--- src/rtl/spec_tlb_frontend_if.sv ---
// Bus bundle between the core, the TLB front end and the page table.
//   Core side : REQ_VALID/REQ_VPN/REQ_READY request, RSP_* response pulse,
//               RES_* speculation resolution pulse, WALK_ERR, FLUSH.
//   Table side: LOOKUP_RQST/LOOKUP_ADDR request, LOOKUP_COMPLETE/LOOKUP_RETURN.
// slave  = the TLB front end, master = whatever drives the core/table side.
interface spec_tlb_frontend_if;
   logic       REQ_VALID;
   logic [3:0] REQ_VPN;
   logic       REQ_READY;
   logic       RSP_VALID;
   logic [3:0] RSP_PPN;
   logic       RSP_SPEC;
   logic       RSP_FAULT;
   logic       RES_VALID;
   logic       RES_OK;
   logic [3:0] RES_PPN;
   logic       WALK_ERR;
   logic       FLUSH;
   logic       LOOKUP_RQST;
   logic [3:0] LOOKUP_ADDR;
   logic       LOOKUP_COMPLETE;
   logic [7:0] LOOKUP_RETURN;

   modport slave (
      input  REQ_VALID, REQ_VPN, FLUSH, LOOKUP_COMPLETE, LOOKUP_RETURN,
      output REQ_READY, RSP_VALID, RSP_PPN, RSP_SPEC, RSP_FAULT,
             RES_VALID, RES_OK, RES_PPN, WALK_ERR, LOOKUP_RQST, LOOKUP_ADDR
   );

   modport master (
      output REQ_VALID, REQ_VPN, FLUSH, LOOKUP_COMPLETE, LOOKUP_RETURN,
      input  REQ_READY, RSP_VALID, RSP_PPN, RSP_SPEC, RSP_FAULT,
             RES_VALID, RES_OK, RES_PPN, WALK_ERR, LOOKUP_RQST, LOOKUP_ADDR
   );
endinterface

--- src/rtl/spec_tlb_frontend.sv ---
// Fully-associative TLB front end with speculative miss responses.
// Hits answer in one cycle; misses answer with VPN+DELTA, walk the page
// table, fill a round-robin entry and then report whether the guess held.
// Ports:
//   clk   - clock, rising edge
//   rst_n - asynchronous active-low reset
//   bus   - spec_tlb_frontend_if.slave (request/response/resolution/lookup)
module spec_tlb_frontend #(
   parameter int unsigned TLB_ENTRIES  = 4,
   parameter int unsigned WALK_TIMEOUT = 16
) (
   input  logic                 clk,
   input  logic                 rst_n,
   spec_tlb_frontend_if.slave   bus
);

   localparam int unsigned VPN_W = 4;
   localparam int unsigned PPN_W = 4;
   localparam int unsigned PTR_W = (TLB_ENTRIES > 1) ? $clog2(TLB_ENTRIES) : 1;
   localparam int unsigned CNT_W = 8;

   typedef enum logic [1:0] {
      ST_IDLE = 2'd0,
      ST_WALK = 2'd1,
      ST_COOL = 2'd2
   } state_e;

   state_e                 state_q, state_d;
   logic [TLB_ENTRIES-1:0] valid_q, valid_d;
   logic [VPN_W-1:0]       tag_q [TLB_ENTRIES];
   logic [VPN_W-1:0]       tag_d [TLB_ENTRIES];
   logic [PPN_W-1:0]       ppn_q [TLB_ENTRIES];
   logic [PPN_W-1:0]       ppn_d [TLB_ENTRIES];
   logic [PTR_W-1:0]       ptr_q, ptr_d;
   logic [PPN_W-1:0]       delta_q, delta_d;
   logic [VPN_W-1:0]       wvpn_q, wvpn_d;
   logic [PPN_W-1:0]       pred_q, pred_d;
   logic [CNT_W-1:0]       cnt_q, cnt_d;
   logic                   err_q, err_d;
   logic                   rdy_q, rdy_d;
   logic                   rqst_q, rqst_d;
   logic                   rsp_valid_q, rsp_valid_d;
   logic [PPN_W-1:0]       rsp_ppn_q, rsp_ppn_d;
   logic                   rsp_spec_q, rsp_spec_d;
   logic                   rsp_fault_q, rsp_fault_d;
   logic                   res_valid_q, res_valid_d;
   logic                   res_ok_q, res_ok_d;
   logic [PPN_W-1:0]       res_ppn_q, res_ppn_d;

   logic                   hit_c;
   logic [PPN_W-1:0]       hit_ppn_c;
   logic [PPN_W-1:0]       pred_c;
   logic [VPN_W-1:0]       ret_vpn_c;
   logic [PPN_W-1:0]       ret_ppn_c;
   logic [PTR_W-1:0]       fill_idx_c;

   // Associative match over valid entries; at most one can match.
   always_comb begin
      hit_c     = 1'b0;
      hit_ppn_c = '0;
      for (int i = 0; i < int'(TLB_ENTRIES); i++) begin
         if (valid_q[i] && (tag_q[i] == bus.REQ_VPN)) begin
            hit_c     = 1'b1;
            hit_ppn_c = ppn_q[i];
         end
      end
   end

   assign pred_c    = PPN_W'(bus.REQ_VPN + delta_q);
   assign ret_vpn_c = bus.LOOKUP_RETURN[7:4];
   assign ret_ppn_c = bus.LOOKUP_RETURN[3:0];
   // A flush on the fill edge rewinds the pointer before the fill lands.
   assign fill_idx_c = bus.FLUSH ? '0 : ptr_q;

   // Next-state and registered-output logic.
   always_comb begin
      state_d     = state_q;
      valid_d     = valid_q;
      tag_d       = tag_q;
      ppn_d       = ppn_q;
      ptr_d       = ptr_q;
      delta_d     = delta_q;
      wvpn_d      = wvpn_q;
      pred_d      = pred_q;
      cnt_d       = cnt_q;
      err_d       = err_q;
      rsp_valid_d = 1'b0;
      rsp_ppn_d   = rsp_ppn_q;
      rsp_spec_d  = rsp_spec_q;
      rsp_fault_d = rsp_fault_q;
      res_valid_d = 1'b0;
      res_ok_d    = res_ok_q;
      res_ppn_d   = res_ppn_q;

      if (bus.FLUSH) begin
         valid_d = '0;
         ptr_d   = '0;
      end

      unique case (state_q)
         ST_IDLE: begin
            if (bus.REQ_VALID) begin
               rsp_valid_d = 1'b1;
               // Flush wins over a same-cycle lookup.
               if (hit_c && !bus.FLUSH) begin
                  rsp_ppn_d   = hit_ppn_c;
                  rsp_spec_d  = 1'b0;
                  rsp_fault_d = 1'b0;
               end else if (err_q) begin
                  rsp_ppn_d   = '0;
                  rsp_spec_d  = 1'b0;
                  rsp_fault_d = 1'b1;
               end else begin
                  rsp_ppn_d   = pred_c;
                  rsp_spec_d  = 1'b1;
                  rsp_fault_d = 1'b0;
                  wvpn_d      = bus.REQ_VPN;
                  pred_d      = pred_c;
                  cnt_d       = '0;
                  state_d     = ST_WALK;
               end
            end
         end

         ST_WALK: begin
            cnt_d = CNT_W'(cnt_q + 1'b1);
            // Completion outranks a timeout landing on the same edge.
            if (bus.LOOKUP_COMPLETE) begin
               res_valid_d = 1'b1;
               state_d     = ST_COOL;
               if (ret_vpn_c == wvpn_q) begin
                  valid_d[fill_idx_c] = 1'b1;
                  tag_d[fill_idx_c]   = wvpn_q;
                  ppn_d[fill_idx_c]   = ret_ppn_c;
                  ptr_d = (fill_idx_c == PTR_W'(TLB_ENTRIES - 1)) ? '0
                                                                  : PTR_W'(fill_idx_c + 1'b1);
                  delta_d   = PPN_W'(ret_ppn_c - wvpn_q);
                  res_ok_d  = (ret_ppn_c == pred_q);
                  res_ppn_d = ret_ppn_c;
               end else begin
                  res_ok_d  = 1'b0;
                  res_ppn_d = '0;
                  err_d     = 1'b1;
               end
            end else if (cnt_d == CNT_W'(WALK_TIMEOUT)) begin
               res_valid_d = 1'b1;
               res_ok_d    = 1'b0;
               res_ppn_d   = '0;
               err_d       = 1'b1;
               state_d     = ST_COOL;
            end
         end

         ST_COOL: begin
            state_d = ST_IDLE;
         end

         default: begin
            state_d = ST_IDLE;
         end
      endcase

      rdy_d  = (state_d == ST_IDLE);
      rqst_d = (state_d == ST_WALK);
   end

   // State and datapath registers.
   always_ff @(posedge clk or negedge rst_n) begin
      if (!rst_n) begin
         state_q     <= ST_IDLE;
         valid_q     <= '0;
         for (int i = 0; i < int'(TLB_ENTRIES); i++) begin
            tag_q[i] <= '0;
            ppn_q[i] <= '0;
         end
         ptr_q       <= '0;
         delta_q     <= '0;
         wvpn_q      <= '0;
         pred_q      <= '0;
         cnt_q       <= '0;
         err_q       <= 1'b0;
         rdy_q       <= 1'b1;
         rqst_q      <= 1'b0;
         rsp_valid_q <= 1'b0;
         rsp_ppn_q   <= '0;
         rsp_spec_q  <= 1'b0;
         rsp_fault_q <= 1'b0;
         res_valid_q <= 1'b0;
         res_ok_q    <= 1'b0;
         res_ppn_q   <= '0;
      end else begin
         state_q     <= state_d;
         valid_q     <= valid_d;
         tag_q       <= tag_d;
         ppn_q       <= ppn_d;
         ptr_q       <= ptr_d;
         delta_q     <= delta_d;
         wvpn_q      <= wvpn_d;
         pred_q      <= pred_d;
         cnt_q       <= cnt_d;
         err_q       <= err_d;
         rdy_q       <= rdy_d;
         rqst_q      <= rqst_d;
         rsp_valid_q <= rsp_valid_d;
         rsp_ppn_q   <= rsp_ppn_d;
         rsp_spec_q  <= rsp_spec_d;
         rsp_fault_q <= rsp_fault_d;
         res_valid_q <= res_valid_d;
         res_ok_q    <= res_ok_d;
         res_ppn_q   <= res_ppn_d;
      end
   end

   assign bus.REQ_READY   = rdy_q;
   assign bus.RSP_VALID   = rsp_valid_q;
   assign bus.RSP_PPN     = rsp_ppn_q;
   assign bus.RSP_SPEC    = rsp_spec_q;
   assign bus.RSP_FAULT   = rsp_fault_q;
   assign bus.RES_VALID   = res_valid_q;
   assign bus.RES_OK      = res_ok_q;
   assign bus.RES_PPN     = res_ppn_q;
   assign bus.WALK_ERR    = err_q;
   assign bus.LOOKUP_RQST = rqst_q;
   assign bus.LOOKUP_ADDR = wvpn_q;

endmodule
--- src/flat_wrapper.sv ---
// flat-port wrapper written by rule: the top's interface ports become plain ports
module spec_tlb_frontend_flat 
#(
   parameter int unsigned TLB_ENTRIES  = 4,
   parameter int unsigned WALK_TIMEOUT = 16
)
  (clk, rst_n, bus_REQ_VALID, bus_REQ_VPN, bus_FLUSH, bus_LOOKUP_COMPLETE, bus_LOOKUP_RETURN, bus_REQ_READY, bus_RSP_VALID, bus_RSP_PPN, bus_RSP_SPEC, bus_RSP_FAULT, bus_RES_VALID, bus_RES_OK, bus_RES_PPN, bus_WALK_ERR, bus_LOOKUP_RQST, bus_LOOKUP_ADDR);
  spec_tlb_frontend_if bus_i ();
  input  logic clk;
  input  logic rst_n;
  input wire logic [$bits(bus_i.REQ_VALID)-1:0] bus_REQ_VALID;
  input wire logic [$bits(bus_i.REQ_VPN)-1:0] bus_REQ_VPN;
  input wire logic [$bits(bus_i.FLUSH)-1:0] bus_FLUSH;
  input wire logic [$bits(bus_i.LOOKUP_COMPLETE)-1:0] bus_LOOKUP_COMPLETE;
  input wire logic [$bits(bus_i.LOOKUP_RETURN)-1:0] bus_LOOKUP_RETURN;
  output wire logic [$bits(bus_i.REQ_READY)-1:0] bus_REQ_READY;
  output wire logic [$bits(bus_i.RSP_VALID)-1:0] bus_RSP_VALID;
  output wire logic [$bits(bus_i.RSP_PPN)-1:0] bus_RSP_PPN;
  output wire logic [$bits(bus_i.RSP_SPEC)-1:0] bus_RSP_SPEC;
  output wire logic [$bits(bus_i.RSP_FAULT)-1:0] bus_RSP_FAULT;
  output wire logic [$bits(bus_i.RES_VALID)-1:0] bus_RES_VALID;
  output wire logic [$bits(bus_i.RES_OK)-1:0] bus_RES_OK;
  output wire logic [$bits(bus_i.RES_PPN)-1:0] bus_RES_PPN;
  output wire logic [$bits(bus_i.WALK_ERR)-1:0] bus_WALK_ERR;
  output wire logic [$bits(bus_i.LOOKUP_RQST)-1:0] bus_LOOKUP_RQST;
  output wire logic [$bits(bus_i.LOOKUP_ADDR)-1:0] bus_LOOKUP_ADDR;
  assign bus_i.REQ_VALID = bus_REQ_VALID;
  assign bus_i.REQ_VPN = bus_REQ_VPN;
  assign bus_i.FLUSH = bus_FLUSH;
  assign bus_i.LOOKUP_COMPLETE = bus_LOOKUP_COMPLETE;
  assign bus_i.LOOKUP_RETURN = bus_LOOKUP_RETURN;
  assign bus_REQ_READY = bus_i.REQ_READY;
  assign bus_RSP_VALID = bus_i.RSP_VALID;
  assign bus_RSP_PPN = bus_i.RSP_PPN;
  assign bus_RSP_SPEC = bus_i.RSP_SPEC;
  assign bus_RSP_FAULT = bus_i.RSP_FAULT;
  assign bus_RES_VALID = bus_i.RES_VALID;
  assign bus_RES_OK = bus_i.RES_OK;
  assign bus_RES_PPN = bus_i.RES_PPN;
  assign bus_WALK_ERR = bus_i.WALK_ERR;
  assign bus_LOOKUP_RQST = bus_i.LOOKUP_RQST;
  assign bus_LOOKUP_ADDR = bus_i.LOOKUP_ADDR;
  spec_tlb_frontend #(.TLB_ENTRIES(TLB_ENTRIES), .WALK_TIMEOUT(WALK_TIMEOUT)) u_core (.clk(clk), .rst_n(rst_n), .bus(bus_i));
endmodule
--- config.mk ---
export PLATFORM = sky130hd
export DESIGN_NAME = spec_tlb_frontend_flat
export DESIGN_NICKNAME = d
export VERILOG_FILES = /design/src/rtl/spec_tlb_frontend_if.sv /design/src/rtl/spec_tlb_frontend.sv /design/src/flat_wrapper.sv
export SDC_FILE = /design/constraint.sdc
export NUM_CORES = 1
export LEC_CHECK = 0
export ABC_CLOCK_PERIOD_IN_PS = 5200
export CAP_MARGIN = 20
export CORE_AREA = 2 2 86 88
export DETAILED_ROUTE_END_ITERATION = 8
export DIE_AREA = 0 0 88 90
export PLACE_DENSITY = 0.84
export SLEW_MARGIN = 25
export SYNTH_ARGS = -nofsm -noshare
export SYNTH_HDL_FRONTEND = slang
export SYNTH_SLANG_ARGS = --single-unit
--- constraint.sdc ---
create_clock -name clk -period 5.2 [get_ports clk]
set_clock_uncertainty 0.05 [all_clocks]
set_input_delay 0.52 -clock clk [delete_from_list [all_inputs] [get_ports clk]]
set_output_delay 0.52 -clock clk [all_outputs]
set_load 0.05 [all_outputs]
Word-level counts from Yosys, hierarchy flattened
Index checks and enable logic that the tools add are counted.

Register bits after elaboration: 76. Bits in latches: 0. Memory bits (writable): 0. Bits in read-only memories: 0. Input port bits: 17. Memories kept: 0.

Add/subtract/negate cells: 4. $mul: 0. Divide/modulo/power cells: 0. Magnitude comparators: 4. Eq/ne operators: 14. Shift-type cells: 0. Multiplexer cells: 53. Bitwise logic cells: 4. Reduce and logical (&&, ||, !) cells: 18.

Operator list (number): 4-bit 2-to-1 mux (14); 16-bit bitwise mux (2); 4-bit equality test (6); 8-bit 2-to-1 mux (3); 1-bit 2-to-1 mux (20); 2-bit 2-to-1 mux (10); 8-bit one-hot mux with 2 select lines (1); 8-bit by 1-bit adder with 8-bit output (second input constant) (1); 4-bit demux with 2-bit select (1); 8-bit by 5-bit equality test with 1-bit output (second input constant) (1); 2-bit inequality test (second input constant) (4); 4-bit AND reduction (2); 1-bit logical AND (7); 3-bit AND reduction (2); 4-bit adder (1); 2-bit by 1-bit equality test with 1-bit output (second input constant) (2); 2-bit logical NOT (2); 4-bit OR (1); 2-bit one-hot mux with 2 select lines (1); 2-bit AND reduction (2); 2-bit nonzero test (2); 4-bit subtractor (1); 3-bit greater-or-equal comparator (second input constant) (1); 2-bit by 3-bit less-than comparator with 1-bit output (second input constant) (1); other kinds (8) (9).

Logic depth before layout (Yosys ltp)
Depth after elaboration: 11. Depth in mapped cells: 8. Mapped depth without buffers: 7.

Worst setup path before layout
OpenSTA, ideal clock, no wires.

Path type: reg2reg. From: reg u_core.wvpn_q[3] (netlist: u_core.bus.LOOKUP_ADDR[3]). To: reg u_core.ppn_q[0] (netlist bit). Data arrival time: 2.036 ns. Path slack: 2.990 ns. Stages on the path, launching flop included: 8. Buffers on the path: 2. Period minus slack after synthesis: 2.210 ns. Cell sequence: dfrtp_1 -> clkbuf_1 -> xor2_1 -> nor4_1 -> and2_1 -> buf_2 -> nand2_1 -> mux2_2.

Word-level cells in the longest chain between the ends: 2.

Ends and longest elaborated chain: start, declared (RTL line spec_tlb_frontend.sv:36) `logic [VPN_W-1:0] wvpn_q, wvpn_d;`; start signal, assigned (RTL line spec_tlb_frontend.sv:198) `wvpn_q <= wvpn_d;`; 4-bit equality test (RTL line spec_tlb_frontend.sv:131) `if (ret_vpn_c == wvpn_q) begin`; 3-bit AND reduction (no source line); end signal, assigned (RTL line spec_tlb_frontend.sv:195) `ppn_q <= ppn_d;`; end, declared (RTL line spec_tlb_frontend.sv:32) `logic [PPN_W-1:0] ppn_q [TLB_ENTRIES];`.

Every way passes these cells. A chain may end at the register's enable or synchronous reset.

Worst setup path in the final report
From: in bus_REQ_VPN[1]. To: reg u_core.wvpn_q[3] (netlist: u_core.bus.LOOKUP_ADDR[3]).

Word-level cells in the longest chain between the ends: 9. Elaborated cells on any way between the ends: 15. Those cells by class: eq/ne (4); mux (4); bitwise (1); reduce/logical (6).

Ends and longest elaborated chain: start, declared (RTL line flat_wrapper.sv:12) `input wire logic [$bits(bus_i.REQ_VPN)-1:0] bus_REQ_VPN;`; 4-bit equality test (RTL line spec_tlb_frontend.sv:62) `if (valid_q[i] && (tag_q[i] == bus.REQ_VPN)) begin`; 1-bit logical AND (RTL line spec_tlb_frontend.sv:62); 1-bit 2-to-1 mux (3 in series) (RTL line spec_tlb_frontend.sv:62); 1-bit 2-to-1 mux * (RTL line spec_tlb_frontend.sv:62); 1-bit logical AND * (RTL line spec_tlb_frontend.sv:105) `if (hit_c && !bus.FLUSH) begin`; 1-bit inverter (no source line) *; 4-bit AND reduction (no source line) *.

Every way passes the cells marked *; elsewhere a longest branch is shown, timed or not.

==> results.py <==
metrics = {
    "cells_and_area": {
        "drive_above_1_share_pct": 17.31,
        "syn_to_final_growth_pct": 16.20,
        "final_util_pct": 62.50,
        "antenna_cells": 0,
        "final_nets": 390,
        "layout_common_cells": "dfrtp_1, clkdlybuf4s50_1, mux2_2, nand2_1, inv_1",
        "final_common_cell": "dfrtp_1",
    },
    "die": {
        "dieHeight_um": 90,
        "coreArea_mm2": 0.007020,
        "num_rows": 31,
        "start_util_pct": 53.79,
        "die_x_um": 88,
        "boundaryPins": 37,
        "floorplan.die_area_mm2": 0.007920,
    },
    "yosys": {
        "avgSynthCellArea_um2": 11.51,
        "synth_top_family_by_area": "multiplexers",
        "synth-async-reset-ratio_pct": 100.0,
        "yosysWarnings": 0,
        "synth_area_mm2": 0.003776,
        "synthesis.instances": 328,
        "synth_xor_area_share_pct": 7.886,
        "synth_compound_area_share_pct": 9.013,
        "muxShareOfSynthArea_pct": 13.06,
        "synth-edff-count": 0,
        "synth-simple-area-share_pct": 10.50,
        "synth.distinct_cells": 42,
        "synthFlopType": "dfrtp_1",
        "synthTopCellsByArea": "dfrtp_1, mux2_2, xor2_1, ha_1, xnor2_1",
        "synth-seq-area-share_pct": 50.40,
        "synth_top_area_cell": "dfrtp_1",
        "synth_fa_ha_area_share_pct": 4.705,
        "yosys_register_bits": 76,
        "synth.net_count": 358,
        "yosysTopAreaCellShare_pct": 49.70,
    },
    "sta": {
        "worst_pin_slew_ns": 0.7725,
        "post-route-period-util_pct": 58.70,
        "fin_ws_ns": 2.147,
        "finalHoldViolations": 0,
        "max_freq_ghz": 0.3276,
        "slew-limit-headroom_pct": 48.50,
        "finalSetupTns_ns": 0,
        "finalMaxSlewViolations": 0,
        "timing.hold.ws_ns": 0.1022,
        "setup_viol": 0,
        "min_period_ns": 3.053,
        "rsz0062_at_grt": "no",
    },
    "clock_tree": {
        "post_cts_resize_count": 0,
        "cts_hold_buffers": 0,
        "clkSinkCount": 76,
        "cts_buffers": 9,
        "clk_pin_slew_ns": 0.07,
        "clkLatencyLatePin_ns": 0.36,
        "post-cts-setup-buffers": 0,
        "htree_levels": 3,
        "clock_path_buffers": 2,
        "cts_tree": "done",
        "cts-root-buf": "clkbuf_8",
    },
    "placement": {
        "hpwl_mm": 5.418,
        "gp_congestion": 0.8934,
        "pre_cts_slack_ns": 1.790,
        "io_buffers": 36,
    },
    "power_and_ir_drop": {
        "p_per_area_mw_per_mm2": 257.2,
        "p_clk_share_pct": 41.9,
        "swShare_pct": 22.04,
        "p_leak_nw": 2.169,
        "p_sw_mw": 0.2488,
        "internal-power_mw": 0.8798,
        "pwr-share-comb_pct": 5.6,
        "peakVddDrop_v": 0.0001129,
        "pwr-share-seq_pct": 52.5,
    },
    "critical_path": {
        "cp_max_fo": 13,
        "path_class": "in -> reg",
        "required_ns": 5.39,
        "reg2reg_depth": 5,
        "reg2reg_slack_ns": 2.35,
        "crit_start": "bus_REQ_VPN[1]",
        "r2r_start": "u_core.bus.LOOKUP_ADDR[1]",
        "cp-end-kind": "flip-flop",
        "r2r_end": "u_core.ppn_q[3]",
        "crit_path_start_kind": "primary input",
        "worstPathArrival_ns": 3.24,
    },
    "route": {
        "wirelength_mm": 7.755,
        "drc": 0,
        "vias": 2510,
        "wl_per_cell_um": 16.75,
        "drt_iter0_markers": 103,
        "postRouteAntennaNets": 0,
        "viasPerCell": 5.421,
        "drt-pass1-iter-count": 4,
    },
    "min_path": {
        "hold_class": "in -> async",
    },
    "grt": {
        "antenna_found_initial": 0,
        "grt_usage_pct": 20.77,
        "grt_max_degree": 77,
        "grt_pass1_vias": 2476,
        "grt.overflow.total": 0,
        "grt_pass1_wl_mm": 12.39,
    },
    "run_status": {
        "outcome": "finished, final reports clean",
    },
    "job": {
        "drv_cap": 0,
    },
}
-- cell type report --
cell class                 count  area (um^2)
fill                         549         2633
sequential                    76         1903
multi-input combinational    214         1705
timing repair buffer          37        369.1
clock buffer                   9        123.9
tap                           99        123.9
inverter                      22        82.58
clock inverter                 6        80.08
-- stage by stage --
step	cells	area [um^2]	power, mW
6_report	463	4388	1.129
3_5_place_dp	448	4180	0.6677
4_1_cts	463	4384	1.137
3_3_place_gp	448	4180	0.6667
2_1_floorplan	328	3776	0.6336
5_1_grt	463	4388	1.165
-- state kept, by name, summed over array words and instances, names as in the netlist, 2 cells and up --
| signal | cells |
|---|---|
| u_core.tag_q | 16 |
| u_core.valid_q | 4 |
| u_core.ptr_q | 2 |
| u_core.bus.LOOKUP_ADDR | 4 |
| u_core.bus.RSP_PPN | 4 |
| u_core.pred_q | 4 |
| u_core.bus.RES_PPN | 4 |
| u_core.delta_q | 4 |
| u_core.cnt_q | 8 |
| u_core.ppn_q | 16 |
| u_core.state_q | 2 |
-- worst max-delay path by stage --
| stage | cells past startpoint | end | slack, ns |
|---|---|---|---|
| 3_3_place_gp | 8 | u_core.bus.LOOKUP_ADDR[3] | 1.82 |
| 2_1_floorplan | 7 | u_core.ppn_q[0] | 2.99 |
| 5_1_grt | 8 | u_core.bus.LOOKUP_ADDR[3] | 1.98 |
| 4_1_cts | 8 | u_core.bus.LOOKUP_ADDR[3] | 2.17 |
| 6_report | 8 | u_core.bus.LOOKUP_ADDR[3] | 2.15 |
| 3_5_place_dp | 8 | u_core.bus.LOOKUP_ADDR[3] | 1.79 |
-- Yosys cell counts, types with 3 or more instances --
| master | n |
|---|---|
| nor3_1 | 5 |
| o22ai_1 | 6 |
| clkbuf_1 | 8 |
| a21oi_1 | 3 |
| dfrtp_1 | 75 |
| mux2i_1 | 5 |
| nand3_1 | 6 |
| mux2_4 | 4 |
| nand4_1 | 3 |
| o211ai_1 | 4 |
| xor2_1 | 19 |
| nor4_1 | 5 |
| ha_1 | 11 |
| o21ai_0 | 17 |
| a22o_1 | 5 |
| xnor2_1 | 15 |
| nor2_1 | 10 |
| buf_2 | 5 |
| nand2_1 | 25 |
| nand2b_1 | 6 |
| nor2b_1 | 4 |
| a21o_1 | 7 |
| mux2_2 | 34 |
| inv_1 | 22 |
-- critical path, stage by stage --
cell and delay (ns):
clkdlybuf4s50_1 0.70, xor2_1 0.19, nor3_1 0.06, nand3_1 0.22, a41oi_4 0.22, nor3_2 0.66, buf_4 0.31, mux2_2 0.35
-- kinds of logic after synthesis --
logic type	after synthesis
buf+inv	38
fa+ha+maj	13
compound gates	49
xor+xnor	34
simple gates	75
flops	76
mux	43
-- routing by layer --
layer / wire, um / vias to the layer above / track usage (%)
li1: - / 1182 / -
met1: 3448 / 1260 / 27.58
met2: 3821 / 56 / 32.70
met3: 359 / 12 / 3.949
met4: 126 / 0 / 9.487
met5: 0 / - / 0
-- power groups by stage --
| stage | Combinational, mW | Sequential [mW] | Clock (mW) |
|---|---|---|---|
| 6_report | 0.0634 | 0.592 | 0.473 |
| 5_1_grt | 0.0710 | 0.592 | 0.503 |
| 4_1_cts | 0.0645 | 0.592 | 0.480 |
| 3_5_place_dp | 0.0641 | 0.604 | 0 |
| 3_3_place_gp | 0.0632 | 0.604 | 0 |
| 2_1_floorplan | 0.0265 | 0.607 | 0 |
No activity file was read; power rests on OpenSTA's default activity.
